$ cat config.mk
export PLATFORM = sky130hd
export DESIGN_NAME = fifo_read_ctrl
export DESIGN_NICKNAME = d
export VERILOG_FILES = /design/src/rtl/fifo_read_ctrl.sv
export SDC_FILE = /design/constraint.sdc
export NUM_CORES = 1
export LEC_CHECK = 0
export CAP_MARGIN = 20
export CORE_MARGIN = 1
export CORE_UTILIZATION = 40
export CTS_CLUSTER_DIAMETER = 100
export CTS_CLUSTER_SIZE = 14
export DETAILED_ROUTE_END_ITERATION = 6
export GPL_TIMING_DRIVEN = 1
export PLACE_DENSITY = 0.78
export SYNTH_ARGS = -nofsm -noshare
export SYNTH_HDL_FRONTEND = slang
export SYNTH_SLANG_ARGS = --single-unit
$ cat constraint.sdc
create_clock -name i_Rclk -period 2.6 [get_ports i_Rclk]
set_clock_uncertainty 0.05 [all_clocks]
set_input_delay 0.52 -clock i_Rclk [delete_from_list [all_inputs] [get_ports i_Rclk]]
set_output_delay 0.52 -clock i_Rclk [all_outputs]
set_load 0.02 [all_outputs]
$ cat src/rtl/fifo_read_ctrl.sv
// Read-side controller of an asynchronous FIFO: write-pointer synchronizer, read pointers, empty flag, memory read control and valid/ready output.
// Optional FIFO_RD_LEVEL_EN adds the registered o_Rlevel occupancy output.
module fifo_read_ctrl #(
    parameter int Data_width    = 8,
    parameter int Address_width = 3,
    parameter int Sync_stages   = 2
) (
    input  logic                     i_Rclk,
    input  logic                     i_Rrst,
    input  logic [Address_width:0]   i_Wgray_ptr,
    output logic [Address_width:0]   o_Rgray_ptr,
    output logic [Address_width-1:0] o_Radder,
    output logic                     o_Rmem_hold,
    input  logic [Data_width-1:0]    i_Rmem_data,
    output logic                     o_Rempty,
    output logic [Data_width-1:0]    o_Rd_data,
    output logic                     o_Rd_valid,
    input  logic                     i_Rd_ready
`ifdef FIFO_RD_LEVEL_EN
    ,
    output logic [Address_width:0]   o_Rlevel
`endif
);

    logic [Address_width:0]   r_sync [Sync_stages];
    logic [Address_width:0]   r_rbin;
    logic [Address_width:0]   r_rgray;
    logic [Address_width-1:0] r_radder;
    logic                     r_rempty;
    logic                     r_rd_valid;

    logic [Address_width:0]   w_wq;
    logic [Address_width:0]   w_rbin_n;
    logic [Address_width:0]   w_rgray_n;
    logic                     w_fetch;

    always_ff @(posedge i_Rclk or posedge i_Rrst) begin
        if (i_Rrst) begin
            for (int i = 0; i < Sync_stages; i++) r_sync[i] <= '0;
        end else begin
            r_sync[0] <= i_Wgray_ptr;
            for (int i = 1; i < Sync_stages; i++) r_sync[i] <= r_sync[i-1];
        end
    end

    assign w_wq      = r_sync[Sync_stages-1];
    // A fetch reads memory into the output slot; only when it is empty or being drained.
    assign w_fetch   = !r_rempty && (!r_rd_valid || i_Rd_ready);
    assign w_rbin_n  = r_rbin + {{Address_width{1'b0}}, w_fetch};
    assign w_rgray_n = (w_rbin_n >> 1) ^ w_rbin_n;

    always_ff @(posedge i_Rclk or posedge i_Rrst) begin
        if (i_Rrst) begin
            r_rbin     <= '0;
            r_rgray    <= '0;
            r_radder   <= '0;
            r_rempty   <= 1'b1;
            r_rd_valid <= 1'b0;
        end else begin
            r_rbin   <= w_rbin_n;
            r_rgray  <= w_rgray_n;
            r_radder <= w_rbin_n[Address_width-1:0];
            r_rempty <= (w_rgray_n == w_wq);
            if (w_fetch)
                r_rd_valid <= 1'b1;
            else if (i_Rd_ready)
                r_rd_valid <= 1'b0;
        end
    end

    assign o_Rgray_ptr = r_rgray;
    assign o_Radder    = r_radder;
    assign o_Rempty    = r_rempty;
    assign o_Rd_valid  = r_rd_valid;
    assign o_Rmem_hold = !w_fetch;
    assign o_Rd_data   = i_Rmem_data;

`ifdef FIFO_RD_LEVEL_EN
    logic [Address_width:0] w_wq_bin;
    logic [Address_width:0] r_rlevel;

    always_comb begin
        w_wq_bin = '0;
        for (int i = 0; i <= Address_width; i++) w_wq_bin[i] = ^(w_wq >> i);
    end

    always_ff @(posedge i_Rclk or posedge i_Rrst) begin
        if (i_Rrst) r_rlevel <= '0;
        else        r_rlevel <= w_wq_bin - w_rbin_n;
    end

    assign o_Rlevel = r_rlevel;
`endif

endmodule

==> summary.md <==
| Metric | Value |
|---|---|
| Area leader, netlist | `dfrtp_1` |
| Row count | `15` |
| Worst-Skew Late Latency | `0.29 ns` |
| Syn_nets | `80` |
| Max_cap viols | `0` |
| Setup TNS | `0 ns` |
| Leakage | `just over 0.4 nW` |
| Clock sinks | `17` |
| FF-to-FF setup slack | `0.56 ns` |
| Final ANT Viol Nets | `0` |
| Yosys warnings | `0` |
| Final hold vios | `0` |
| Clk buf depth | `2` |
| CP startpoint kind | `input port` |
| Tmin final | `2.31 ns` |
| Crit path from | `i_Rd_ready` |
| Antenna diode count | `0` |
| Num ports | `33` |
| Core area | `0.00175 sq mm` |
| GPL Wtd Cong | `0.693` |
| Global-route wire length before repair | `about 1.6 mm` |
| Nature of the critical path endpoint | `output pin` |
| Slew @ Worst Pin | `0.616 ns` |
| Met2 Use GR | `20.3%` |
| Via count | `446` |
| FF-to-FF Start | `o_Rempty$_DFF_PP1_` |
| R2R cell count | `8` |
| Worst-path clk slew | `0.09 ns` |
| Setup violators final | `0` |
| Largest net degree at the start of global routing | `18` |
| Fin. max-slew vios | `0` |
| Dpl hpwl | `about 750 um` |
| Crit Reg-Reg Endpoint | `o_Rempty$_DFF_PP1_` |
| Status | `finished clean` |
| Synth cell count leaders | `dfrtp_1, buf_4, xor2_1` |
| Drt first-iter violations | `4` |
| Post-CTS setup buffer count | `0` |
| Util after Layout | `53.0%` |
| Die X | `45.6 um` |
| CTS tree | `yes` |
| Post-Synthesis Cells | `63` |
| Post-DP Area | `898 sq um` |
| Top-area cell type share of the netlist area | `52.7%` |
| PD cells | `1170 mW/mm^2` |
| Number of distinct library cells after synthesis | `24` |
| DRT Pass-1 Iters | `4` |
| Synth-to-layout area growth | `21.9%` |
| Hold Path Sink | `w_wq[3]$_DFF_PP0_` |
| Unrepaired setup endpoints after global routing | `no` |
| Fin area | `926 sq um` |
| Syn Area/Cell | `12.1 sq um` |
| Peak supply drop | `0.475 mV` |
| Die area | `approximately 0.0021 sq mm` |
| Sequential cell area | `between 400 and 500 sq um` |
| Fin nets | `94` |
| CTS buffer count | `3` |
| Tot GR Track Use | `between 10% and 20%` |
| Filler instances | `171` |
| Seq/Total Area, Yosys | `56.2%` |
| Hold Crit Start | `r_sync[7]$_DFF_PP0_` |
| Cts hold-fix bufs | `0` |
| Area contributors post-synth | `dfrtp_1, buf_4, xor2_1` |
| Via density | `4.42` |
| Relative max-transition margin | `between 50% and 60%` |
| Port Buffers | `16` |
| Highest net fanout along the worst path | `2` |
| Crit Path Class | `input port to output pin` |
| Met1 usage | `11.8%` |
| Multi-input logic area | `246 sq um` |
| DR WL/cell | `approximately 9.7 um` |
| DRC Markers | `0` |
| Hold Path Class | `flop to flop` |
| Htree depth | `1` |
| Overall Power | `1.08 mW` |
| Routed Wire Length | `979 um` |
| Hold path depth | `0` |
| Post-synth top flop | `dfrtp_1` |
| Antenna violations before repair | `0` |
| M3 GR Usage | `4.37%` |
| Starting density of the core | `43.5%` |
| Top Usage Layer GRT | `met2` |
| FMAX | `432 MHz` |
| Post-CTS resize count | `0` |
| Vias in the first global route | `408` |
| Grt total ovfl | `0` |
| Mapped cell area | `759 sq um` |
| Die Height | `45.6 um` |
| Register bit total from synthesis | `17` |
| Asr flop ratio synth | `100%` |
| Number of synthesized flops with an enable pin | `0` |
| Final period util | `just under 90%` |
| Worst EP required | `2.03 ns` |
| Share of layout cells above drive strength 1 | `11.8%` |
| WP data arrival | `between 1.5 and 2 ns` |
| Clock root buffer master | `clkbuf_4` |
| Most frequent cell after synthesis | `dfrtp_1` |
-- critical path: stages --
cell and delay [ns]:
clkdlybuf4s50_1 0.38, nand2b_1 0.15, nand2b_1 0.09, clkdlybuf4s50_1 0.60
-- cells by family (layout without fill, tap and decap cells) --
| family | after synthesis | count (layout) | synth area share [%] |
|---|---|---|---|
| AO/OA/AOI/OAI | 6 | 6 | 5.93 |
| buffers and inverters | 13 | 26 | 11.4 |
| adder cells (fa/ha/maj) | 2 | 2 | 3.29 |
| AND/OR/NAND/NOR | 14 | 14 | 9.39 |
| flip-flops | 17 | 17 | 56.2 |
| XOR/XNOR | 10 | 10 | 12.5 |
| multiplexers | 1 | 1 | 1.32 |
-- metrics by stage --
| stage | worst slack (ns) | hold slack [ns] | cells |
|---|---|---|---|
| 2_1_floorplan | 0.289 | 0.281 | 63 |
| 3_3_place_gp | 0.0716 | 0.282 | 97 |
| 3_5_place_dp | 0.0429 | 0.287 | 97 |
| 4_1_cts | 0.280 | 0.311 | 101 |
| 5_1_grt | 0.223 | 0.319 | 101 |
| 6_report | 0.286 | 0.307 | 101 |
-- metal layers --
layer | part of all wire [%] | routed length (um)
met1 | 43 | 420
met2 | 51 | 495
met3 | 6.4 | 63
met4 | 0 | 0
met5 | 0 | 0
-- placed cells by master, fill, tap and decap left out --
master,n
a211o_1,1
inv_1,3
a311oi_1,1
ha_1,2
clkinv_2,1
xnor2_2,1
nor2b_1,1
clkbuf_4,3
a21o_1,2
nand2b_1,2
xnor2_1,3
dfstp_2,1
dfrtp_1,16
nand3b_1,1
buf_4,3
o21ai_0,1
and2_1,1
nand3_1,2
mux2i_1,1
nand2_1,4
clkdlybuf4s50_1,16
xor2_1,6
o211ai_1,1
nor2_1,2
nand4_1,1
-- registers in the layout (all words and copies together) (netlist names) --
signal       count
r_sync           4
w_wq             4
o_Rgray_ptr      3
o_Radder         2
r_rbin           2
o_Rd_valid       1
o_Rempty         1
-- area by class of cell --
cell class	count	area share, %
inverters	3	1.22
clock buffers	3	2.43
repair buffers	19	19.7
clock inverters	1	0.541
flip-flops and latches	17	46.1
well taps	25	3.38
multi-input cells	33	26.6
-- worst max path at each step --
stage | slack [ns] | to
after floorplan | 0.29 | o_Rempty$_DFF_PP1_
after detailed placement | 0.04 | o_Rempty$_DFF_PP1_
after CTS | 0.28 | o_Rmem_hold
final | 0.29 | o_Rmem_hold
after global routing | 0.22 | o_Rmem_hold
after global placement | 0.07 | o_Rempty$_DFF_PP1_
-- where the power goes --
part	switching [mW]	internal, mW
sequential	0.0642	0.338
combinational	0.251	0.290
clock	0.0799	0.0572
total	0.395	0.686
Power figures use the tool's default switching activity.
